### config.mk
export PLATFORM = sky130hd
export DESIGN_NAME = input_skew
export DESIGN_NICKNAME = d
export VERILOG_FILES = /design/src/rtl/input_skew.sv
export SDC_FILE = /design/constraint.sdc
export NUM_CORES = 1
export LEC_CHECK = 0
export ABC_CLOCK_PERIOD_IN_PS = 2300
export BUFFER_PORTS_ARGS = -buffer_cell sky130_fd_sc_hd__buf_4
export CORE_MARGIN = 2
export CORE_UTILIZATION = 52
export DETAILED_ROUTE_END_ITERATION = 7
export PLACE_DENSITY = 0.74
export SLEW_MARGIN = 20
export SYNTH_ARGS = -nofsm -noshare
export SYNTH_HDL_FRONTEND = slang
export SYNTH_SLANG_ARGS = --single-unit
### constraint.sdc
create_clock -name clk -period 2.3 [get_ports clk]
set_input_delay 0.345 -clock clk [delete_from_list [all_inputs] [get_ports clk]]
set_output_delay 0.345 -clock clk [all_outputs]
set_load 0.05 [all_outputs]
### src/rtl/input_skew.sv
// Diagonal skew between unified-buffer rows and the systolic array west edge.
// Latency: lane i of a row accepted at edge k is presented after edge k+1+i.
// No backpressure: every chain shifts every cycle; rows arrive only via in_valid in FILL.
module input_skew #(
  parameter int data_width   = 8,
  parameter int width_height = 16
) (
  input  logic                                 clk,
  input  logic                                 reset,
  input  logic                                 active,
  input  logic [$clog2(width_height):0]        num_row,
  input  logic [data_width*width_height-1:0]   in_data,
  input  logic                                 in_valid,
  output logic [data_width*width_height-1:0]   out_data,
  output logic [width_height-1:0]              out_valid,
  output logic                                 busy,
  output logic                                 done
);

  localparam int CW = $clog2(width_height) + 1;
  localparam int DC = $clog2(width_height);
  localparam logic [DC-1:0] DRAIN_LOAD = DC'(width_height - 2);

  typedef enum logic [1:0] {IDLE, FILL, DRAIN, DONE} state_t;

  state_t          state;
  logic [CW-1:0]   num_lat;
  logic [CW-1:0]   row_cnt;
  logic [CW-1:0]   row_nxt;
  logic [DC-1:0]   drain_cnt;
  logic            take;

  assign take    = (state == FILL) && in_valid;
  assign row_nxt = row_cnt + CW'(1);

  // busy/done lag the state by one cycle so done lines up with the last lane.
  always_ff @(posedge clk or negedge reset) begin
    if (!reset) begin
      state     <= IDLE;
      num_lat   <= '0;
      row_cnt   <= '0;
      drain_cnt <= '0;
      busy      <= 1'b0;
      done      <= 1'b0;
    end else begin
      busy <= (state == FILL) || (state == DRAIN);
      done <= (state == DONE);
      case (state)
        IDLE: begin
          if (active) begin
            num_lat <= num_row;
            row_cnt <= '0;
            state   <= (num_row == '0) ? DONE : FILL;
          end
        end
        FILL: begin
          if (in_valid) begin
            row_cnt <= row_nxt;
            if (row_nxt == num_lat) begin
              state     <= DRAIN;
              drain_cnt <= DRAIN_LOAD;
            end
          end
        end
        DRAIN: begin
          if (drain_cnt == '0) state <= DONE;
          else                 drain_cnt <= drain_cnt - DC'(1);
        end
        default: state <= IDLE;
      endcase
    end
  end

  for (genvar i = 0; i < width_height; i++) begin : g_lane
    logic [data_width-1:0] dat_q [i+1];
    logic [i:0]            vld_q;
    logic [data_width-1:0] out_dat_q;
    logic                  out_vld_q;

    // Empty slots carry zero data so the array never sees stale operands.
    always_ff @(posedge clk or negedge reset) begin
      if (!reset) begin
        for (int s = 0; s <= i; s++) dat_q[s] <= '0;
        vld_q     <= '0;
        out_dat_q <= '0;
        out_vld_q <= 1'b0;
      end else begin
        dat_q[0] <= take ? in_data[i*data_width +: data_width] : '0;
        vld_q[0] <= take;
        for (int s = 1; s <= i; s++) begin
          dat_q[s] <= dat_q[s-1];
          vld_q[s] <= vld_q[s-1];
        end
        out_dat_q <= dat_q[i];
        out_vld_q <= vld_q[i];
      end
    end

    assign out_data[i*data_width +: data_width] = out_dat_q;
    assign out_valid[i]                         = out_vld_q;
  end

endmodule

==> results of run 1 <==
[cells in the final DEF (no fill, tap or decap), drive strengths merged, types with 6 or more instances in the layout]
master / synthesis / routed
dfrtp: 1251 / 1251
clkinv: 1 / 30
clkbuf: 32 / 158
buf: 18 / 329
bufinv: 0 / 13
dlygate4sd3: 0 / 134
nand3: 6 / 6
ha: 6 / 6
nor3: 8 / 8
o21ai: 9 / 9
nand2: 11 / 11
inv: 8 / 13
and3: 128 / 128
[metrics by stage]
step	power (µW)	worst slack, ps	hold WS [ps]	util [%]
6_report	50700	81.4	96.8	66.6
5_1_grt	52800	39.2	77.8	66.6
4_1_cts	51200	66.4	3.57	66.5
3_5_place_dp	31200	59.6	327	58.2
3_3_place_gp	30700	160	330	58.2
2_1_floorplan	28900	199	49.4	-
[tightest hold or removal path: cells and delay by family]
kind	cells	cell delay, ps
simple gates	1	50
buf+inv	1	130
compound gates	2	180
[state kept, by name, indices dropped and copies added (netlist names)]
name / cells
g_lane.out_dat_q: 128
drain_cnt: 4
g_lane.out_vld_q: 2
row_cnt: 5
done: 1
busy: 1
num_lat: 5
g_lane.dat_q: 1088
state: 2
g_lane.vld_q: 15
[logic make-up (layout without fill, tap and decap cells)]
| kind of cell | after synthesis | count (layout) | share of synthesized area [%] |
|---|---|---|---|
| muxes | 10 | 10 | 0.333 |
| xor gates and xnor gates | 5 | 5 | 0.133 |
| other | 0 | 5 | 0 |
| and+or+nand+nor | 170 | 170 | 3.09 |
| buffers and inverters | 59 | 678 | 0.867 |
| AOI/OAI and AO/OA | 26 | 26 | 0.598 |
| DFF | 1251 | 1251 | 94.8 |
| adders and majority gates | 6 | 6 | 0.227 |
[Yosys cell counts (all sizes together)]
cell     instances  area (µm²)
dfrtp         1251       31300
and3           128         801
clkbuf          32         120
buf             18         133
nand2           11        41.3
o21ai            9        48.8
inv              8        30.0
nor3             8        40.0
ha               6        75.1
nand3            6        30.0
a21oi            5        28.8
mux2             5        60.1
mux2i            5        50.1
a31oi            3        18.8
nand4            3        18.8
nor2             3        11.3
or3              3        18.8
xnor2            3        26.3
a2bb2oi          2        35.0
nor2b            2        20.0
nor3b            2        15.0
nor4             2        12.5
o221ai           2        17.5
xor2             2        17.5
a221o            1        10.0
a22oi            1        7.51
a41o             1        11.3
and2             1        6.26
clkinv           1        3.75
nand2b           1        6.26
o211ai           1        12.5
o21bai           1        7.51
[repair_timing]
action                                 in CTS  in global routing
setup endpoints to repair                   0                  4
hold buffers                              133                  1
gates resized for setup                     0                  1
endpoints found under the hold margin     215                  1
[power by group]
part           internal [µW]  total (µW)  switching [µW]
combinational           1570        4810            3240
clock                  11400       19500            8090
sequential             25200       26400            1270
total                  38100       50700           12600
[layer usage]
layer,wire length [µm],up-vias
li1,-,5947
met1,24000,7557
met2,34000,364
met3,2920,125
met4,1510,4
met5,24,-
[worst max-delay path by stage]
stage,start,endpoint,slack (ps),cells past startpoint
5_1_grt,row_cnt[1],state[1],40,7
6_report,row_cnt[1],state[1],80,7
2_1_floorplan,row_cnt[1],state[1],200,7
3_3_place_gp,row_cnt[1],state[1],160,7
3_5_place_dp,row_cnt[1],state[1],60,7
4_1_cts,row_cnt[1],state[1],70,7
[final cells by class]
class	count	area share [%]
tap	846	2.53
sequential	1251	74.7
inverter	9	0.0806
multi-input combinational	217	3.49
clock inverter	48	1.54
antenna	5	0.0298
clock buffer	158	7.79
timing repair buffer	463	9.87
==> results.md, run 1 <==
- Status: complete, no violations
- Max-cap viol count: 0
- Required time worst endpoint: 2840 ps
- 1st-pass router iterations: 5
- Finished Layout Cells: 2997
- Tot GR Track Use: 20.3%
- Critical path buffer and inverter count: 0
- Reg area: 0.0313 mm²
- Syn_area_per_cell: 21.6 µm²
- Final instance area: 0.0419 mm²
- CTS Buf Count: 111
- Setup TNS: 0 ps
- Max incr delay on CP: 460 ps
- Worst R2R End: state[1]
- Worst Tran Pin Value: 543 ps
- Die Height: 256 µm
- WL final: 62.5 mm
- Largest net degree at the start of global routing: 135
- Gpl congestion: 0.792
- Top delay family on crit path: compound AO/OA/AOI/OAI gates
- Routed wire length per instance: 20.8 µm
- Num rows: 92
- Total global routing overflow: 0
- Worst setup SP type: register
- Endpoints failing setup: 0
- Worst reg2reg startpoint: row_cnt[1]
- Count of input and output buffers: 282
- Post-Place Cells: 2652
- Worst Hold Depth: 4
- Tcrit/Tclk final: 96.5%
- Yosys warning count: 0
- Crit Path Class: reg -> reg
- Fmax: 451 MHz
- Setup crit end kind: register
- Initial antenna violation count: 4
- Final hold vios: 0
- Worst EP arrival: 2750 ps
- CTS tree: done
- Area after DPL: 0.0367 mm²
- Met2 GRT Util: 35.1%
- Layout Nets: 2196
- Detailed Route Iter0 Violations: 989
- H-tree levels: 3
- Post-CTS setup buffer count: 0
- Hold/Removal Path Class: in -> reg
- Pwr/cell area: 1210 mW/mm²
- Worst relative slew slack: 63.8%
- Fillcell total: 3767
- Core area: 0.0630 mm²
- I/O Pins: 283
- Clk pin slew, worst setup/hold paths: 60 ps
- Max VDD drop: 0.716 mV
- Worst Hold End: row_cnt[4]
- Worst Reg-to-Reg Cells: 7
- Clk sink count: 1251
- Leakage: 0.0224 µW
- Number of global-route vias before repair: 16700
- Area growth syn-to-layout: 26.9%
- Multi-input gate area: 0.00146 mm²
- Share of post-route cells with drive strength above 1: 24.7%
- Maximum clock path buffer count: 3
- Layer with the highest usage: met2
- Skew final: 28.4 ps
- Worst path slowest cell: dfrtp_1
- CP Max Fanout: 6
- Met3 Usage GRT: 4.38%
- Pins Over Slew Limit: 0
- Synth unique cells: 39
- Mapped Nets: 1670
- ANT nets after route: 0
- Syn Std Cell Area: 0.0330 mm²
- # DRC: 0
- Mapped Cells: 1527
- Die area: 0.0656 mm²
- Hold Crit Start: active
- Root Driver: clkbuf_16
- Reg2Reg Setup Slack: 80 ps
- Via count: 14000
- Initial Utilization: 52.5%
- Chip Width: 256 µm
- Placed wire-length estimate: 30.7 mm
- Register area share after synthesis: 94.8%
- Clock latency on the worst-skew pair: 670 ps
- Minimum clock period: 2220 ps
- GR Layer Usage met1: 25.9%
- CP cell instances: ha_2, nor2b_4, or3_1, a21oi_2, a2bb2oi_4, o211ai_2, mux2_4
- Vias per cell: 4.67
- First-pass GRT wire length: 101 mm
- RSZ-0062 raised after global routing: false
- Flops & latches, synth: 1251
Power figures use the tool's default switching activity.
==> run 2: changes to the inputs <==
--- a/config.mk
+++ b/config.mk
@@ -7,10 +7,13 @@
 export LEC_CHECK = 0
 export ABC_CLOCK_PERIOD_IN_PS = 2300
 export BUFFER_PORTS_ARGS = -buffer_cell sky130_fd_sc_hd__buf_4
+export CELL_PAD_IN_SITES_DETAIL_PLACEMENT = 1
+export CELL_PAD_IN_SITES_GLOBAL_PLACEMENT = 1
 export CORE_MARGIN = 2
-export CORE_UTILIZATION = 52
+export CORE_UTILIZATION = 45
+export CTS_BUF_LIST = sky130_fd_sc_hd__clkbuf_16
 export DETAILED_ROUTE_END_ITERATION = 7
-export PLACE_DENSITY = 0.74
+export PLACE_DENSITY_LB_ADDON = 0.1
 export SLEW_MARGIN = 20
 export SYNTH_ARGS = -nofsm -noshare
 export SYNTH_HDL_FRONTEND = slang
==> run 2 against run 1 <==
Global-route usage down 5.5 points. Wire length down 15%. Combinational power fell by 1%. Fmax grew 1.6%. Register-to-register slack better by 30 ps. First-iteration DRC count down 33%. Count of clock-buffer cells in the layout is 38 lower. Sequential share of layout area increased by 0.44 points. Total power is 4.1% lower. Via count fell by 2.0%. Cell area is 0.59% lower. Largest power group unchanged.
==> results.md, run 2 (synthesized netlist as in run 1, its figures left out) <==
- Initial antenna violation count: 12 (+8)
- Worst path slowest cell: dfrtp_1
- Num rows: 99 (+7.6%)
- Status: complete, no violations
- Clock latency on the worst-skew pair: 660 ps (about the same)
- Hold Slack: 71.1 ps (-25.7 ps)
- Die Height: 275 µm (+7.4%)
- Final hold vios: 0 (unchanged)
- Tcrit/Tclk final: 95.0% (-1.5 points)
- Critical path buffer and inverter count: 1 (+1)
- Worst Reg-to-Reg Cells: 8 (+1)
- CP Max Fanout: 5 (-1)
- Worst Tran Pin Value: 579 ps (+35.4 ps)
- Skew final: 21.5 ps (-6.92 ps)
- CP cell instances: ha_2, nor2b_4, or3_1, a21oi_2, a2bb2oi_4, buf_4, mux2i_2, nand3_1
- Layout Nets: 2202 (+0.27%)
- Reg2Reg Setup Slack: 120 ps (+30 ps)
- Top reg by flops: g_lane.dat_q
- # DRC: 0 (unchanged)
- CTS Buf Count: 117 (+5.4%)
- Largest regs: g_lane.dat_q: 1088 flops, g_lane.out_dat_q: 128 flops, g_lane.vld_q: 15 flops
- Area growth syn-to-layout: 26.1%
- Number of global-route vias before repair: 16000 (-3.9%)
- Worst EP arrival: 2710 ps (-40 ps)
- Clk pin slew, worst setup/hold paths: 60 ps (about the same)
- Required time worst endpoint: 2820 ps (-20 ps)
- Core area: 0.0728 mm² (+16%)
- Count of input and output buffers: 282 (unchanged)
- Crit Path Class: reg -> reg
- 1st-pass router iterations: 4 (-1)
- CTS tree: done
- Worst relative slew slack: 61.4% (-2.4 points)
- Max-cap viol count: 0 (unchanged)
- Endpoints failing setup: 0 (unchanged)
- Worst Hold Depth: 4 (unchanged)
- Final Util: 57.2% (-9.4 points)
- Chip Width: 275 µm (+7.4%)
- RSZ-0062 raised after global routing: false
- Gpl congestion: 0.710 (-10%)
- Root Driver: clkbuf_16
- Setup crit end kind: register
- Hold/Removal Path Class: in -> reg
- Crit. path cell count: 8 (+1)
- Fmax: 458 MHz (+1.6%)
- Max VDD drop: 0.795 mV (+11%)
- I/O Pins: 283 (unchanged)
- Detailed Route Iter0 Violations: 662 (-33%)
- H-tree levels: 3 (unchanged)
- Setup ws final: 116 ps (+34.5 ps)
- Worst slack at placement: 79.2 ps (+19.6 ps)
- Routed wire length per instance: 17.0 µm (-18%)
- Placed wire-length estimate: 29.9 mm (-2.7%)
- Tot GR Track Use: 14.8% (-5.5 points)
- Via count: 13700 (-2.0%)
- First-pass GRT wire length: 86.0 mm (-14%)
- Minimum clock period: 2180 ps (-34.5 ps)
- Setup TNS: 0 ps (unchanged)
- Clk sink count: 1251 (unchanged)
- Vias per cell: 4.40 (-5.7%)
- Die area: 0.0756 mm² (+15%)
- ANT nets after route: 0 (unchanged)
- Initial Utilization: 45.4% (-7.1 points)
- Most frequent cells in the layout: dfrtp_1, buf_4, dlygate4sd3_1
- Pins Over Slew Limit: 0 (unchanged)
- Worst setup SP type: register
- Share of post-route cells with drive strength above 1: 23.2% (-1.5 points)
- Post-CTS setup buffer count: 0 (unchanged)
- Leakage: 0.0223 µW (-0.35%)
- Top delay family on crit path: simple AND/OR/NAND/NOR gates
- Pwr/cell area: 1170 mW/mm² (-3.5%)
- Largest register FFs: 1088 (unchanged)
- Maximum clock path buffer count: 3 (unchanged)
- Largest net degree at the start of global routing: 83 (-39%)
- Total global routing overflow: 0 (unchanged)
- WL final: 53.1 mm (-15%)
- Max incr delay on CP: 420 ps (-40 ps)
- Commonest non-fill, non-tap cell in the layout: dfrtp_1
[run 2: changes by cell type in the layout (fill, tap and decap cells not counted), moves of 7 or more]
| cell | previous run | this run |
|---|---|---|
| clkbuf_1 | 18 | 0 |
| bufinv_16 | 13 | 6 |
| inv_1 | 7 | 39 |
| clkbuf_16 | 113 | 120 |
| buf_4 | 303 | 310 |
| clkbuf_8 | 27 | 0 |
| clkinv_1 | 1 | 28 |
| buf_12 | 26 | 19 |
[run 2: cell type report]
class	instances	area [µm²]
fillers	6378	31200
repair buffers	463	4070
clock buffers	120	3000
well taps	959	1200
inverters	9	33.8
flip-flops and latches	1251	31300
clock inverters	94	594
diodes	2	5.00
multi-input cells	217	1470
[run 2: path summary, 6_finish.rpt]
check,from,to
worst max register to register,row_cnt[1],drain_cnt[3]
max in group asynchronous,reset,g_lane[10].dat_q[64]
worst min register to register,g_lane[13].dat_q[41],g_lane[13].dat_q[33]
worst max-delay path,row_cnt[1],drain_cnt[3]
min in group asynchronous,reset,g_lane[13].out_dat_q[5]
worst min-delay path,active,row_cnt[4]
[run 2: per-stage QoR]
stage	total power, µW	area (µm²)	std cells
3_3_place_gp	30800	36700	2766
3_5_place_dp	31200	36700	2766
5_1_grt	51000	41700	3115
4_1_cts	49500	41700	3113
6_report	48700	41700	3115
2_1_floorplan	28900	33000	1527
[run 2: worst register-to-register path: stages (launching register included)]
cell and delay, ps:
dfrtp_1 420, ha_2 220, nor2b_4 130, or3_1 360, a21oi_2 190, a2bb2oi_4 210
buf_4 180, mux2i_2 230, nand3_1 120
[run 2: timing repair]
action,4_1_cts,5_1_grt
endpoints found under the setup margin,0,1
hold buffers,133,0
resized for setup,0,2
endpoints found under the hold margin,183,0
[run 2: metal layers]
| layer | GRT usage, % | routed length (µm) | up-vias |
|---|---|---|---|
| li1 | - | - | 5939 |
| met1 | 18.7 | 21600 | 7319 |
| met2 | 24.3 | 26600 | 328 |
| met3 | 4.37 | 3470 | 114 |
| met4 | 5.53 | 1400 | 14 |
| met5 | 0 | 85 | - |
[run 2: report_power, final]
group	internal [µW]	leakage (µW)	total [µW]	switching, µW
clock	10100	0.00189	17700	7690
sequential	25200	0.0171	26200	1020
combinational	1560	0.00333	4740	3180
total	36800	0.0223	48700	11900
